**config.mk**
```make
export PLATFORM = sky130hd
export DESIGN_NAME = sd_cmd_engine
export DESIGN_NICKNAME = d
export VERILOG_FILES = /design/src/rtl/sd_pkg.sv /design/src/rtl/sd_crc7.sv /design/src/rtl/sd_cmd_engine.sv
export SDC_FILE = /design/constraint.sdc
export NUM_CORES = 1
export LEC_CHECK = 0
export CAP_MARGIN = 20
export CORE_ASPECT_RATIO = 1.2
export CORE_UTILIZATION = 54
export CTS_BUF_LIST = sky130_fd_sc_hd__clkbuf_16
export DETAILED_ROUTE_END_ITERATION = 8
export MAX_ROUTING_LAYER = met4
export PLACE_DENSITY = 0.79
export SYNTH_ARGS = -nofsm -noshare
export SYNTH_HDL_FRONTEND = slang
export SYNTH_SLANG_ARGS = --single-unit
```
**constraint.sdc**
```tcl
create_clock -name clk -period 2.9 [get_ports clk]
set_clock_uncertainty 0.15 [all_clocks]
set_input_delay 0.58 -clock clk [delete_from_list [all_inputs] [get_ports clk]]
set_output_delay 0.58 -clock clk [all_outputs]
set_load 0.03 [all_outputs]
```
**src/rtl/sd_pkg.sv**
```systemverilog
// Shared types and constants for the SD command-line engine.
// Holds the response encoding, FSM states, CRC7 polynomial and frame sizes.
package sd_pkg;

   typedef enum logic [1:0] {
      RT_NONE      = 2'd0,
      RT_R48       = 2'd1,
      RT_R48_NOCRC = 2'd2,
      RT_R136      = 2'd3
   } resp_type_e;

   typedef enum logic [2:0] {
      IDLE,
      TX,
      WAIT_START,
      RX,
      GAP
   } state_e;

   // x^7 + x^3 + 1, x^7 term implicit
   localparam logic [6:0] CRC7_POLY = 7'h09;

   localparam int CMD_LEN  = 48;
   localparam int R48_LEN  = 48;
   localparam int R136_LEN = 136;

   function automatic logic [6:0] crc7_step(
      input logic [6:0] crc,
      input logic       b
   );
      logic fb;
      fb = crc[6] ^ b;
      return {crc[5:0], 1'b0} ^ (fb ? CRC7_POLY : 7'h00);
   endfunction

endpackage

```
**src/rtl/sd_crc7.sv**
```systemverilog
// Serial CRC7 accumulator shared by the command and response paths.
// clear restarts from zero; with enable also set, the bit goes into the fresh CRC.
module sd_crc7
   import sd_pkg::*;
(
   input  logic       clk,
   input  logic       rst,
   input  logic       clear,
   input  logic       enable,
   input  logic       bit_in,
   output logic [6:0] crc
);

   logic [6:0] base;

   assign base = clear ? 7'h00 : crc;

   always_ff @(posedge clk) begin
      if (rst)
         crc <= 7'h00;
      else if (enable)
         crc <= crc7_step(base, bit_in);
      else
         crc <= base;
   end

endmodule

```
**src/rtl/sd_cmd_engine.sv**
```systemverilog
// SD CMD-line engine: serialises a 48-bit command, collects the R48/R136
// reply, checks CRC7 and end bit, then enforces the NCC idle gap.
module sd_cmd_engine
   import sd_pkg::*;
#(
   parameter int RESP_TIMEOUT = 64,
   parameter int NCC          = 8
) (
   input  logic         clk,
   input  logic         rst,
   input  logic         start,
   input  logic [5:0]   cmd_idx,
   input  logic [31:0]  arg,
   input  logic [1:0]   resp_type,
   output logic         cmd_out,
   output logic         cmd_oe,
   input  logic         cmd_in,
   output logic         busy,
   output logic         done,
   output logic [127:0] resp,
   output logic [5:0]   resp_idx,
   output logic         err_timeout,
   output logic         err_crc,
   output logic         err_end
);

   localparam int TXW = $clog2(CMD_LEN);
   localparam int RXW = $clog2(R136_LEN);
   localparam int TOW = (RESP_TIMEOUT > 1) ? $clog2(RESP_TIMEOUT) : 1;
   localparam int GW  = (NCC > 1) ? $clog2(NCC) : 1;

   localparam logic [TXW-1:0] TX_DATA_END = TXW'(CMD_LEN - 10);
   localparam logic [TXW-1:0] TX_CRC_AT   = TXW'(CMD_LEN - 9);
   localparam logic [TXW-1:0] TX_LAST     = TXW'(CMD_LEN - 1);
   localparam logic [TOW-1:0] TO_LAST     = TOW'(RESP_TIMEOUT - 1);
   localparam logic [GW-1:0]  GAP_LAST    = GW'(NCC - 1);
   localparam logic [RXW-1:0] RX_R48_TOP  = RXW'(R48_LEN - 2);
   localparam logic [RXW-1:0] RX_R136_TOP = RXW'(R136_LEN - 2);
   localparam logic [RXW-1:0] RX_CRC_LO   = RXW'(8);
   localparam logic [RXW-1:0] RX_CRC_HI   = RXW'(127);

   state_e        state;
   resp_type_e    rt;
   logic [38:0]   tx_sr;
   logic [TXW-1:0] tx_cnt;
   logic [TOW-1:0] to_cnt;
   logic [GW-1:0]  gap_cnt;
   logic [RXW-1:0] rx_idx;
   logic [126:0]  rx_sr;

   logic          crc_clr;
   logic          crc_en;
   logic          crc_bit;
   logic [6:0]    crc;

   sd_crc7 u_crc (
      .clk    (clk),
      .rst    (rst),
      .clear  (crc_clr),
      .enable (crc_en),
      .bit_in (crc_bit),
      .crc    (crc)
   );

   // Leading start bit is 0, so skipping it leaves a zero-init CRC unchanged.
   always_comb begin
      crc_clr = 1'b0;
      crc_en  = 1'b0;
      crc_bit = 1'b0;
      case (state)
         IDLE: begin
            crc_clr = start;
         end
         TX: begin
            crc_en  = (tx_cnt <= TX_DATA_END);
            crc_bit = tx_sr[38];
         end
         WAIT_START: begin
            crc_clr = ~cmd_in;
         end
         RX: begin
            crc_en  = (rx_idx >= RX_CRC_LO) && (rx_idx <= RX_CRC_HI);
            crc_bit = cmd_in;
         end
         default: begin
            crc_clr = 1'b0;
         end
      endcase
   end

   always_ff @(posedge clk) begin
      if (rst) begin
         state       <= IDLE;
         rt          <= RT_NONE;
         tx_sr       <= '0;
         tx_cnt      <= '0;
         to_cnt      <= '0;
         gap_cnt     <= '0;
         rx_idx      <= '0;
         rx_sr       <= '0;
         cmd_out     <= 1'b1;
         cmd_oe      <= 1'b0;
         busy        <= 1'b0;
         done        <= 1'b0;
         resp        <= '0;
         resp_idx    <= '0;
         err_timeout <= 1'b0;
         err_crc     <= 1'b0;
         err_end     <= 1'b0;
      end else begin
         done <= 1'b0;
         case (state)
            IDLE: begin
               if (start) begin
                  rt          <= resp_type_e'(resp_type);
                  tx_sr       <= {1'b1, cmd_idx, arg};
                  tx_cnt      <= '0;
                  cmd_out     <= 1'b0;
                  cmd_oe      <= 1'b1;
                  busy        <= 1'b1;
                  resp        <= '0;
                  resp_idx    <= '0;
                  err_timeout <= 1'b0;
                  err_crc     <= 1'b0;
                  err_end     <= 1'b0;
                  state       <= TX;
               end
            end
            TX: begin
               if (tx_cnt == TX_LAST) begin
                  cmd_oe  <= 1'b0;
                  cmd_out <= 1'b1;
                  if (rt == RT_NONE) begin
                     done    <= 1'b1;
                     gap_cnt <= '0;
                     state   <= GAP;
                  end else begin
                     to_cnt <= '0;
                     state  <= WAIT_START;
                  end
               end else begin
                  tx_cnt <= tx_cnt + 1'b1;
                  // CRC is complete here; splice it plus the end bit in
                  if (tx_cnt == TX_CRC_AT) begin
                     cmd_out       <= crc[6];
                     tx_sr[38:32]  <= {crc[5:0], 1'b1};
                  end else begin
                     cmd_out <= tx_sr[38];
                     tx_sr   <= {tx_sr[37:0], 1'b0};
                  end
               end
            end
            WAIT_START: begin
               if (!cmd_in) begin
                  rx_sr  <= '0;
                  rx_idx <= (rt == RT_R136) ? RX_R136_TOP : RX_R48_TOP;
                  state  <= RX;
               end else if (to_cnt == TO_LAST) begin
                  err_timeout <= 1'b1;
                  done        <= 1'b1;
                  gap_cnt     <= '0;
                  state       <= GAP;
               end else begin
                  to_cnt <= to_cnt + 1'b1;
               end
            end
            RX: begin
               rx_sr <= {rx_sr[125:0], cmd_in};
               if (rx_idx == '0) begin
                  // rx_sr[k] holds frame bit k+1; cmd_in is the end bit
                  err_end <= ~cmd_in;
                  done    <= 1'b1;
                  gap_cnt <= '0;
                  state   <= GAP;
                  if (rt == RT_R136) begin
                     resp     <= {rx_sr[126:0], cmd_in};
                     resp_idx <= '0;
                     err_crc  <= (crc != rx_sr[6:0]);
                  end else begin
                     resp     <= {96'd0, rx_sr[38:7]};
                     resp_idx <= rx_sr[44:39];
                     err_crc  <= (rt == RT_R48) && (crc != rx_sr[6:0]);
                  end
               end else begin
                  rx_idx <= rx_idx - 1'b1;
               end
            end
            GAP: begin
               if (gap_cnt == GAP_LAST) begin
                  busy  <= 1'b0;
                  state <= IDLE;
               end else begin
                  gap_cnt <= gap_cnt + 1'b1;
               end
            end
            default: begin
               state <= IDLE;
            end
         endcase
      end
   end

endmodule

```
### Yosys cells after proc, flatten, opt, wreduce, memory -nomap -nowiden

Cells that the tools add are included.

| operators by class | value |
|---|---|
| equal/unequal tests | 26 |
| $add $sub $neg | 4 |
| bitwise logic cells | 3 |
| order comparisons | 3 |
| reductions and logical operators | 25 |
| multiplexer cells | 70 |

Operators by type and width:

| kind | count |
|---|---|
| 128-bit two-way mux | 3 |
| 128-bit case mux with 2 select lines | 1 |
| 127-bit case mux with 2 select lines | 1 |
| 127-bit two-way mux | 1 |
| 39-bit two-way mux | 2 |
| 39-bit case mux with 2 select lines | 1 |
| 6-bit two-way mux | 8 |
| 3-bit two-way mux | 13 |
| 6-bit case mux with 2 select lines | 3 |
| 32-bit two-way mux | 1 |
| 2-bit inequality test (second input constant) | 14 |
| 8-bit two-way mux | 3 |
| 7-bit two-way mux | 3 |
| 6-bit == test (second input constant) | 3 |
| 1-bit case mux with 2 select lines | 9 |
| 1-bit two-way mux | 16 |
| 8-bit case mux with 2 select lines | 1 |
| 3-bit case mux with 5 select lines | 1 |
| 3-bit AND reduction | 5 |
| 6-bit by 1-bit adder with 6-bit output (second input constant) | 2 |
| 3-bit case mux with 4 select lines | 1 |
| 2-bit nonzero test | 6 |
| 5-bit AND reduction | 2 |
| 8-bit by 4-bit >= comparator with 1-bit output (second input constant) | 1 |
| 24 further kinds | 30 |

| word-level totals | value |
|---|---|
| output and inout port bits | 141 |
| register bits | 342 |
| bits of input ports | 44 |

### Logic depth before layout (Yosys ltp)

Gate-level depths: netlist of the first run.

| depth | value |
|---|---|
| word-level depth | 7 |
| gate-level depth with buffers | 10 |

### Modules after synthesis

A second synthesis of the first run with hierarchy kept.

| unflattened totals | value |
|---|---|
| cells, all modules | 1,691 |
| area, all modules | 13,731.9 um^2 |

By module, submodules not included:

| module | sequential area each (um^2) | cells an instance | area each (um^2) | times used |
|---|---|---|---|---|
| sd_cmd_engine | 6,706.4 | 1,657 | 13,405.4 | 1 |
| sd_crc7 | 140.1 | 34 | 326.6 | 1 |

### Least setup slack after synthesis of the first run

OpenSTA, ideal clock, no wires.

| timing path | value |
|---|---|
| path type | reg2reg |
| from | register tx_cnt[1] |
| to | register state[1] |
| period minus slack after synthesis | 2,196 ps |
| data arrival time | 1,976 ps |
| buffers on the path | 0 |
| stages on the path, launching flop included | 7 |
| slack | 704 ps |
| cell sequence | dfxtp_1 ha_1 nand3b_1 o21a_1 or4_1 or3_1 a21oi_1 |

| between the ends | value |
|---|---|
| word-level cells in the longest chain between the ends | 3 |

Ends and longest elaborated chain:

| item | RTL line | RTL |
|---|---|---|
| start, declared | sd_cmd_engine.sv:45 | `logic [TXW-1:0] tx_cnt;` |
| start signal, assigned | sd_cmd_engine.sv:142 | `tx_cnt <= tx_cnt + 1'b1;` |
| 6-bit == test | sd_cmd_engine.sv:130 | `if (tx_cnt == TX_LAST) begin` |
| 2-bit inequality test (no line) | -- |  |
| 5-bit AND reduction (no line) | -- |  |
| end signal, assigned | sd_cmd_engine.sv:126 | `state <= TX;` |
| end signal, assigned | sd_cmd_engine.sv:136 | `state <= GAP;` |
| end signal, assigned | sd_cmd_engine.sv:139 | `state <= WAIT_START;` |
| end, declared | sd_cmd_engine.sv:42 | `state_e state;` |

No other way between the ends.
A chain may end at the register's enable or synchronous reset.

### Final worst setup path of the first run

Ends and elaborated chain as after synthesis.

==> implementation parameters, run 1 <==
Parameter                              Value

Placed design
  Routability congestion estimate ... 0.884
  Final HPWL DP ... 19,600 µm
  Port Buffer Count ... 184
  Pre-CTS setup slack ... 0.209 ns
  Instance area at placement ... 15,400 µm²

Logic synthesis
  Number of distinct library cells after synthesis ... 55
  Fraction of registers with async set or reset after synthesis ... 0%
  Post-Synthesis Mean Instance Area ... 8.51 µm²
  Seq cells post-synth ... 342
  Netlist area before placement ... 13,300 µm²
  Number of enable-type register cells in the synthesized netlist ... 0
  Share of synthesized area occupied by flip-flops and latches ... 51.7%
  Synthesized netlist cell count ... 1,557
  Most instantiated flip-flop cell in the synthesis netlist ... dfxtp_1
  Number of synthesis warnings ... 0
  Syn_nets ... 1,608

Power and ir drop
  Worst ir drop on vdd ... 0.435 mV
  Switching Power ... 2530 µW
  Pwr Density ... 624 nW/µm²
  Cell leakage power ... 0.00563 µW
  Switching portion of total power ... 24.5%
  Total internal power ... 7800 µW
  Proportion of power drawn by the clock network ... 42.8%
  Gate power share ... 9.7%
  Seq pwr share ... 47.5%

CTS
  Root Buffer ... clkbuf_16
  Number of buffers inserted during clock tree synthesis ... 34
  Maximum buffer depth of the clock tree ... 3
  Clock sink count ... 342
  Clock latency of the later-clocked register in the worst-skew pair ... 0.51 ns
  CTS tree ... built
  Clock transition at the registers of the reported paths ... 0.06 ns
  Number of buffers added to fix hold violations after cts ... 0
  Clock H-tree levels ... 2

Drt
  Average wire per standard cell ... 16.1 µm
  Number of DRC violations after detailed-routing iteration 0 ... 963
  Drt via density ... 5.80
  Antenna Nets Post-Route ... 0
  Number of design rule violations left after detail routing ... 0
  Total length of routed wires ... 32,400 µm
  DR pass1 iterations ... 5
  Total via count in the routed design ... 11.7k

Status
  Result of the run ... complete, no violations

Timing
  Number of pins exceeding their max-slew limit in the final report ... 0
  Least setup slack across all paths after layout ... 0.328 ns
  Relative slew slack ... 50.5%
  Post-layout min period ... 2.57 ns
  Ratio of final minimum period to clock period ... 88.7%
  Hold Violations, Final ... 0
  Achievable Freq ... 0.389 GHz
  Least-Margin Pin Slew ... 0.742 ns
  Hold_ws ... 0.298 ns
  Number of endpoints failing setup at the final stage ... 0
  Final total negative setup slack ... 0 ns
  Unrepaired setup endpoints after global routing ... false

Critical path
  Element type at the critical path end ... register
  Worst setup SP type ... register
  CP max FO ... 7
  Critical path type ... register to register
  Critical Path AT ... 2.84 ns
  WP data required ... 3.17 ns

Layout
  Register Area ... 6850 µm²
  Net count, final ... 1,720
  Syn-to-layout area delta ... 24.9%
  Layout Cell Area excl Fill ... 16,500 µm²
  Diodes inserted ... 0
  Layout cells sized above 1 ... 7.32%
  Final core area utilization ... 68.8%
  Most common library cell in the layout ignoring fill and taps ... dfxtp_1
  Total area of multi-input combinational cells ... 5880 µm²
  Most used cells in the layout excluding fill and tap cells ... 342 x dfxtp_1, 224 x nand2_1, 197 x nor2_1
  Layout fillers ... 1,928

Run
  Number of max-cap violations ... 0

GRT
  Largest net degree at the start of global routing ... 164
  Antenna violations before repair ... 0
  GR Layer Usage met3 ... 4.39%
  Total global-route track usage ... 25.8%
  GR Overflow Total ... 0
  Number of global-route vias before repair ... 10.8k
  Global-route wire length before repair ... 53,400 µm
  Met2 Usage GRT ... 41.9%
  GR Util met1 ... 33.2%
  Layer carrying the most global-route usage ... met2

Floorplanning
  Starting density of the core ... 55.1%
  Number of top-level design ports ... 185
  DIE AREA ... 25,200 µm²
  Core area ... 24,000 µm²
  Standard-cell rows ... 62
  Die extent in x ... 145 µm
  Y dimension of the die ... 174 µm

Worst hold path
  Class of the tightest hold or removal check ... register to register
-- timing repair --
action	in CTS	in global routing
endpoints found under the setup margin	0	2
gates resized for setup	0	1
setup buffers	0	0
-- state kept, by name, indices dropped and copies added (netlist names), 6 cells and up --
name / cells
rx_sr: 127
u_crc.crc: 7
resp: 128
tx_cnt: 6
to_cnt: 6
tx_sr: 39
rx_idx: 8
resp_idx: 6
-- routing by layer --
layer	wire length (µm)	share of wire (%)
met1	14300	44
met3	1950	6.0
met5	0	0
met2	15600	48
met4	597	1.8
-- cell usage after synthesis, types with 3 or more instances --
cell | count | share of area (%)
nand4_1 | 3 | 0.14
nor4_1 | 4 | 0.19
a21oi_1 | 164 | 6.2
mux2_2 | 32 | 2.7
xor2_1 | 13 | 0.86
nor2_1 | 200 | 5.7
nor3_1 | 16 | 0.60
inv_1 | 7 | 0.20
mux2i_1 | 7 | 0.53
o211ai_1 | 4 | 0.23
xnor2_1 | 6 | 0.40
a311oi_1 | 31 | 2.0
or4_1 | 3 | 0.17
nand3_1 | 143 | 5.4
clkbuf_1 | 112 | 3.2
o21ai_0 | 19 | 0.72
a31oi_1 | 3 | 0.14
dfxtp_1 | 342 | 52
o2111ai_1 | 5 | 0.33
nand3b_1 | 4 | 0.23
nand2b_1 | 5 | 0.24
buf_2 | 23 | 0.87
or3_1 | 5 | 0.24
buf_1 | 3 | 0.085
o21a_1 | 8 | 0.45
a22oi_1 | 128 | 7.3
a211oi_1 | 3 | 0.17
nand2_1 | 224 | 6.3
ha_1 | 7 | 0.66
-- final timing paths --
kind | start | endpoint | slack, ns | depth (start not counted)
worst max-delay path | tx_cnt[1]$_SDFFE_PP0P_ | state[1]$_SDFFE_PP0P_ | 0.33 | 6
worst min-delay path | resp[54]$_SDFFE_PP0P_ | resp[54]$_SDFFE_PP0P_ | 0.30 | 2
worst max register to register | tx_cnt[1]$_SDFFE_PP0P_ | state[1]$_SDFFE_PP0P_ | 0.33 | 6
worst min register to register | resp[54]$_SDFFE_PP0P_ | resp[54]$_SDFFE_PP0P_ | 0.30 | 2
-- power by group through the flow --
| stage | logic, µW | registers, µW | clock network [µW] |
|---|---|---|---|
| after floorplan | 686 | 4990 | 0 |
| after global placement | 979 | 5000 | 0 |
| after detailed placement | 992 | 5010 | 0 |
| after CTS | 1000 | 4900 | 4490 |
| after global routing | 1110 | 4920 | 4680 |
| final | 1010 | 4910 | 4420 |
-- kinds of logic after synthesis --
family                   after synthesis  synth area share (%)
AND/OR/NAND/NOR                      627                  20.5
AO/OA/AOI/OAI                        378                  18.4
flip-flops                           342                  51.7
buffers and inverters                145                  4.32
multiplexers                          39                  3.25
XOR/XNOR                              19                  1.26
adder cells (fa/ha/maj)                7                 0.661
-- layout make-up --
class / count / share of cell area, %
flip-flops and latches: 342 / 41.4
multi-input cells: 1070 / 35.5
repair buffers: 214 / 13.8
clock buffers: 35 / 5.29
well taps: 320 / 2.42
clock inverters: 25 / 1.44
inverters: 7 / 0.159
-- through the flow --
stage / total power [µW] / cells
floorplan: 5680 / 1557
global placement: 5980 / 1953
detailed placement: 6000 / 1953
CTS: 10400 / 2013
global route: 10700 / 2013
finish: 10300 / 2013
-- critical path: stages (launching register included) --
cell and delay, ns:
dfxtp_1 0.45, ha_1 0.26, nand3b_1 0.25, o21a_1 0.35
or4_1 0.58, or3_1 0.33, a21oi_1 0.13
No activity file was read; power rests on OpenSTA's default activity.
==> inputs of run 2 (changes only) <==
Settings changed: CORE_UTILIZATION 54 to 40, PLACE_DENSITY 0.79 to not set.
==> run 2 against run 1 <==
Net effect: global-route usage fell by 5.5 points; cell count rose by 4.6%; highest routed layer unchanged; register-to-register slack got worse by 0.15 ns; largest cell class unchanged; power barely moved; die area rose by 35%; clock power fell by 0.9%; first-iteration DRC count fell by 19%; maximum frequency fell by 5.6%; largest power group unchanged; worst setup slack got worse by 0.15 ns; critical path depth did not move; sequential power barely moved; flip-flop and latch count did not move; critical endpoint is now gap_cnt[1]$_SDFFE_PP0P_.
==> implementation parameters, run 2 (synthesis gave the netlist of run 1 again) <==
Parameter                              Value

Critical path
  Critical path type ... register to register
  Critical Path AT ... 3.01 ns (+0.17 ns)
  Max stage delay cell, worst path ... o21ai_1
  Worst setup SP type ... register
  WP data required ... 3.19 ns (+0.02 ns)
  Startpoint of the lowest-slack register-to-register path ... tx_cnt[1]$_SDFFE_PP0P_
  Crit Reg-Reg Endpoint ... gap_cnt[1]$_SDFFE_PP0P_
  Delay of the slowest cell on the worst path ... 0.70 ns (+0.12 ns)
  Crit path capture ... gap_cnt[1]$_SDFFE_PP0P_
  Number of cells traversed by the worst register-to-register path ... 6 (unchanged)
  CP max FO ... 10 (+3)
  Element type at the critical path end ... register
  Setup slack of the worst register-to-register path ... 0.17 ns (-0.15 ns)
  Worst path cell trace ... ha_1 -> nand3b_1 -> o21ai_1 -> nand2b_1 -> or3_1 -> a21oi_1
  Worst Setup SP ... tx_cnt[1]$_SDFFE_PP0P_

Floorplanning
  Starting density of the core ... 40.9% (-14 points)
  Y dimension of the die ... 201 µm (+16%)
  Die extent in x ... 168 µm (+16%)
  Number of top-level design ports ... 185 (unchanged)
  DIE AREA ... 33,900 µm² (+35%)
  Core area ... 32,400 µm² (+35%)
  Standard-cell rows ... 72 (+16%)

GRT
  GR Overflow Total ... 0 (unchanged)
  Total global-route track usage ... 20.3% (-5.5 points)
  Largest net degree at the start of global routing ... 127 (-23%)
  Number of global-route vias before repair ... 10.8k (-0.65%)
  Global-route wire length before repair ... 55,800 µm (+4.5%)
  Antenna violations before repair ... 0 (unchanged)

Layout
  Register Area ... 6850 µm² (unchanged)
  Max reg flops ... 128 (unchanged)
  Total area of multi-input combinational cells ... 5870 µm² (about the same)
  Diodes inserted ... 0 (unchanged)
  Fin cells ... 2,106 (+4.6%)
  Largest reg by FF count ... resp
  Final core area utilization ... 51.3% (-18 points)
  Layout fillers ... 3,059 (+59%)
  Most common library cell in the layout ignoring fill and taps ... dfxtp_1
  Syn-to-layout area delta ... 25.6%
  Largest registers ... resp (128), rx_sr (127), tx_sr (39)
  Layout cells sized above 1 ... 7.42% (+0.092 points)
  Net count, final ... 1,728 (+0.47%)
  Most used cells in the layout excluding fill and tap cells ... 342 x dfxtp_1, 224 x nand2_1, 197 x nor2_1

Drt
  Number of DRC violations after detailed-routing iteration 0 ... 784 (-19%)
  Uppermost metal layer occupied by signal nets ... met4
  Antenna Nets Post-Route ... 0 (unchanged)
  Total via count in the routed design ... 11.5k (-1.9%)
  Amount of wire on met3 after detailed routing ... 1790 µm (-8.3%)
  Average wire per standard cell ... 16.1 µm (+0.34%)
  Drt via density ... 5.44 (-6.2%)
  Number of design rule violations left after detail routing ... 0 (unchanged)
  Total length of routed wires ... 34,000 µm (+5.0%)
  Wl on met1 ... 16,000 µm (+12%)
  DR WL met2 ... 15,600 µm (+0.58%)
  DR pass1 iterations ... 5 (unchanged)

Timing
  Achievable Freq ... 0.367 GHz (-5.6%)
  Number of pins exceeding their max-slew limit in the final report ... 0 (unchanged)
  Least-Margin Pin Slew ... 0.791 ns (+0.0495 ns)
  Hold Violations, Final ... 0 (unchanged)
  Relative slew slack ... 46.9% (-3.7 points)
  Post-layout min period ... 2.73 ns (+0.154 ns)
  Ratio of final minimum period to clock period ... 94.0% (+5.3 points)
  Unrepaired setup endpoints after global routing ... false
  Final total negative setup slack ... 0 ns (unchanged)
  Number of endpoints failing setup at the final stage ... 0 (unchanged)

Power and ir drop
  Switching Power ... 2580 µW (+2.0%)
  Total internal power ... 7750 µW (-0.66%)
  Cell leakage power ... 0.00566 µW (+0.41%)
  Pwr Density ... 620 nW/µm² (-0.57%)
  Switching portion of total power ... 25.0% (+0.49 points)
  Seq pwr share ... 47.6% (about the same)
  Gate power share ... 10.0% (+0.3 points)
  Proportion of power drawn by the clock network ... 42.4% (-0.4 points)
  Worst ir drop on vdd ... 0.288 mV (-34%)

CTS
  Number of buffers inserted during clock tree synthesis ... 36 (+5.9%)
  Maximum buffer depth of the clock tree ... 3 (unchanged)
  Clock transition at the registers of the reported paths ... 0.06 ns (about the same)
  Number of buffers added to fix hold violations after cts ... 0 (unchanged)
  CTS tree ... built
  Setup Buffers After CTS ... 0 (unchanged)
  Clock latency of the later-clocked register in the worst-skew pair ... 0.52 ns (about the same)
  Root Buffer ... clkbuf_16
  Clock H-tree levels ... 2 (unchanged)
  Number of gates resized after cts ... 0 (unchanged)
  Clock sink count ... 342 (unchanged)

Run
  Number of max-cap violations ... 0 (unchanged)

Placed design
  Final HPWL DP ... 20,800 µm (+6.3%)
  Routability congestion estimate ... 0.775 (-12%)
  Port Buffer Count ... 184 (unchanged)
  Dpl cells ... 2,046 (+4.8%)

Worst hold path
  Worst hold path depth ... 2 (unchanged)
  Class of the tightest hold or removal check ... register to register

Status
  Result of the run ... complete, no violations
[run 2: cell count changes in the layout (fill, tap and decap cells not counted), moves of 2 or more]
cell,change
buf_4,+9
buf_12,-3
bufinv_16,-2
clkbuf_16,+2
inv_1,+2
[run 2: layer usage]
metal	up-vias	global-route usage, %
li1	5692	-
met1	5445	27.2
met2	275	31.4
met3	43	3.68
met4	0	5.55
met5	-	-
[run 2: how the worst min path moves through the flow]
stage	start	to	slack (ns)
final	resp[13]$_SDFFE_PP0P_	resp[13]$_SDFFE_PP0P_	0.30
after global routing	tx_sr[32]$_SDFFE_PP0P_	tx_sr[32]$_SDFFE_PP0P_	0.32
after CTS	resp[88]$_SDFFE_PP0P_	resp[88]$_SDFFE_PP0P_	0.30
after detailed placement	resp[13]$_SDFFE_PP0P_	resp[13]$_SDFFE_PP0P_	0.29
after global placement	resp[42]$_SDFFE_PP0P_	resp[42]$_SDFFE_PP0P_	0.29
after floorplan	tx_sr[32]$_SDFFE_PP0P_	tx_sr[32]$_SDFFE_PP0P_	0.28
[run 2: critical path: cells and delay by family (launching register included)]
family | cells | cell delay, ns
and+or+nand+nor | 3 | 0.99
AOI/OAI and AO/OA | 2 | 0.84
DFF | 1 | 0.43
adders and majority gates | 1 | 0.25
[run 2: layout make-up]
| type | instances | share of cell area, % |
|---|---|---|
| tap | 407 | 3.06 |
| multi-input combinational | 1070 | 35.3 |
| clock inverter | 23 | 1.01 |
| inverter | 7 | 0.158 |
| timing repair buffer | 220 | 13.8 |
| clock buffer | 37 | 5.56 |
| sequential | 342 | 41.1 |
[run 2: power groups by stage]
stage                     sequential [µW]  clock [µW]  combinational [µW]
after floorplan                      4990           0                 686
after global placement               5010           0                1030
after detailed placement             5010           0                1040
after CTS                            4910        4490                1050
after global routing                 4920        4700                1150
final                                4910        4380                1040
[run 2: stage by stage]
stage               setup slack [ns]  power (µW)  hold slack, ns  instance area (µm²)
floorplan                      0.704        5680           0.281                13300
global placement               0.115        6040           0.289                15500
detailed placement            0.0605        6050           0.293                15500
CTS                            0.208       10500           0.301                16600
global route                 0.00590       10800           0.320                16600
finish                         0.175       10300           0.297                16600
==> inputs of run 3 (changes only) <==
Settings changed: CORE_UTILIZATION 40 to 30, MAX_ROUTING_LAYER met4 to not set.
==> run 3 against run 2 <==
Net effect: worst hold slack gained 0.0011 ns; wire length grew 4.2%; global-route usage shrank 4.7 points; combinational power is essentially flat; critical endpoint unchanged; largest power group is now the clock network.
==> implementation parameters, run 3 (synthesis gave the netlist of run 1 again) <==
Parameter                              Value

Power and ir drop
  Cell leakage power ... 0.00575 µW (+1.6%)
  Pwr Density ... 640 nW/µm² (+3.1%)
  PnR Total Power ... 10,900 µW (+5.6%)
  Worst ir drop on vdd ... 0.409 mV (+42%)

Floorplanning
  Die extent in x ... 194 µm (+15%)
  Core area ... 43,700 µm² (+35%)
  Starting density of the core ... 30.3% (-11 points)
  Y dimension of the die ... 232 µm (+15%)
  Number of top-level design ports ... 185 (unchanged)
  Standard-cell rows ... 84 (+17%)
  DIE AREA ... 45,000 µm² (+33%)

Layout
  Layout cells sized above 1 ... 8.25% (+0.83 points)
  Syn-to-layout area delta ... 28.6%
  Largest registers ... resp (128), rx_sr (127), tx_sr (39)
  Final core area utilization ... 39.0% (-12 points)
  Most common library cell in the layout ignoring fill and taps ... dfxtp_1
  Largest reg by FF count ... resp
  Layout fillers ... 4,438 (+45%)
  Most used cells in the layout excluding fill and tap cells ... 342 x dfxtp_1, 224 x nand2_1, 197 x nor2_1
  Diodes inserted ... 0 (unchanged)
  Net count, final ... 1,733 (+0.29%)
  Max reg flops ... 128 (unchanged)

Worst hold path
  Class of the tightest hold or removal check ... register to register

Drt
  Number of DRC violations after detailed-routing iteration 0 ... 640 (-18%)
  Total via count in the routed design ... 11.5k (+0.64%)
  Antenna Nets Post-Route ... 0 (unchanged)
  Drt via density ... 5.08 (-6.6%)
  Number of design rule violations left after detail routing ... 0 (unchanged)
  DR pass1 iterations ... 5 (unchanged)
  Total length of routed wires ... 35,400 µm (+4.2%)
  Average wire per standard cell ... 15.6 µm (-3.3%)

Timing
  Unrepaired setup endpoints after global routing ... false
  Number of pins exceeding their max-slew limit in the final report ... 0 (unchanged)
  Least setup slack across all paths after layout ... 0.194 ns (+0.0198 ns)
  Hold Violations, Final ... 0 (unchanged)
  Post-layout min period ... 2.71 ns (-0.0198 ns)
  Achievable Freq ... 0.370 GHz (+0.73%)
  Least-Margin Pin Slew ... 0.807 ns (+0.0152 ns)
  Ratio of final minimum period to clock period ... 93.3% (-0.68 points)
  Relative slew slack ... 46.2% (-0.66 points)
  Number of endpoints failing setup at the final stage ... 0 (unchanged)
  Final total negative setup slack ... 0 ns (unchanged)

GRT
  Largest net degree at the start of global routing ... 136 (+7.1%)
  GR Overflow Total ... 0 (unchanged)
  Total global-route track usage ... 15.6% (-4.7 points)
  Number of global-route vias before repair ... 11.1k (+3.0%)
  Antenna violations before repair ... 0 (unchanged)
  Global-route wire length before repair ... 58,000 µm (+4.0%)

Critical path
  Max stage delay cell, worst path ... o21ai_1
  Critical Path AT ... 3.03 ns (+0.02 ns)
  Element type at the critical path end ... register
  Critical path type ... register to register
  Worst path cell trace ... ha_1 -> nand3b_1 -> o21ai_1 -> nand2b_1 -> or3_1 -> a21oi_1
  Top delay family on crit path ... simple AND/OR/NAND/NOR gates
  Worst path bufs/invs ... 0 (unchanged)
  CP max FO ... 10 (unchanged)
  Worst setup SP type ... register
  Delay of the slowest cell on the worst path ... 0.68 ns (-0.02 ns)
  WP data required ... 3.22 ns (+0.03 ns)

CTS
  Setup Buffers After CTS ... 0 (unchanged)
  Number of buffers added to fix hold violations after cts ... 0 (unchanged)
  Maximum buffer depth of the clock tree ... 3 (unchanged)
  Clock latency of the later-clocked register in the worst-skew pair ... 0.54 ns (+0.02 ns)
  Clock sink count ... 342 (unchanged)
  CTS tree ... built
  Root Buffer ... clkbuf_16
  Number of gates resized after cts ... 0 (unchanged)
  Clock transition at the registers of the reported paths ... 0.06 ns (about the same)
  Number of buffers inserted during clock tree synthesis ... 38 (+5.6%)
  Clock H-tree levels ... 2 (unchanged)

Status
  Result of the run ... complete, no violations

Placed design
  Pre-CTS setup slack ... 0.228 ns (+0.167 ns)
  Final HPWL DP ... 22,300 µm (+6.9%)
  Port Buffer Count ... 184 (unchanged)
  Routability congestion estimate ... 0.778 (+0.35%)

Run
  Number of max-cap violations ... 0 (unchanged)
==> run 3: changes by cell type in the layout (fill, tap and decap cells not counted), sizes merged <==
cell / before / now
clkinv: 11 / 14
bufinv: 3 / 5
buf: 37 / 40
clkbuf: 37 / 41
inv: 16 / 14
clkinvlp: 0 / 1
==> run 3: worst paths after layout <==
check | endpoint | cells after the start | startpoint | slack (ns)
max | gap_cnt[1]$_SDFFE_PP0P_ | 6 | tx_cnt[0]$_SDFFE_PP0P_ | 0.19
min | resp[121]$_SDFFE_PP0P_ | 2 | resp[121]$_SDFFE_PP0P_ | 0.30
max reg2reg | gap_cnt[1]$_SDFFE_PP0P_ | 6 | tx_cnt[0]$_SDFFE_PP0P_ | 0.19
min reg2reg | resp[121]$_SDFFE_PP0P_ | 2 | resp[121]$_SDFFE_PP0P_ | 0.30
==> run 3: layout make-up <==
class,instances,area (µm²),area share (%)
Sequential cell,342,6850,40.2
Multi-Input combinational cell,1070,5870,34.5
Timing Repair Buffer,223,2310,13.6
Clock buffer,41,1030,6.02
Tap cell,559,699,4.10
Clock inverter,27,254,1.49
Inverter,7,26.3,0.154
==> run 3: tightest hold or removal path: cells and delay by family, from the launching register on <==
kind               cells  cell delay (ns)
and+or+nand+nor        1             0.05
DFF                    1             0.30
AOI/OAI and AO/OA      1             0.05
==> run 3: stage by stage <==
step / cell area (µm²) / cells / hold slack (ns)
global route: 17000 / 2269 / 0.314
global placement: 15800 / 2201 / 0.289
detailed placement: 15800 / 2201 / 0.293
CTS: 17000 / 2269 / 0.302
finish: 17000 / 2269 / 0.298
floorplan: 13300 / 1557 / 0.281
==> run 3: report_power, final <==
group | total [µW] | switching (µW) | internal, µW
Sequential | 4910 | 83.9 | 4820
Combinational | 1040 | 681 | 356
Clock | 4950 | 1960 | 2990
Total | 10900 | 2730 | 8170
==> run 3: layer usage <==
layer	routed length (µm)	global-route usage [%]	vias up
li1	-	-	5710
met1	16300	19.9	5515
met2	16400	25.8	255
met3	2080	3.97	48
met4	665	4.61	0
met5	0	0	-
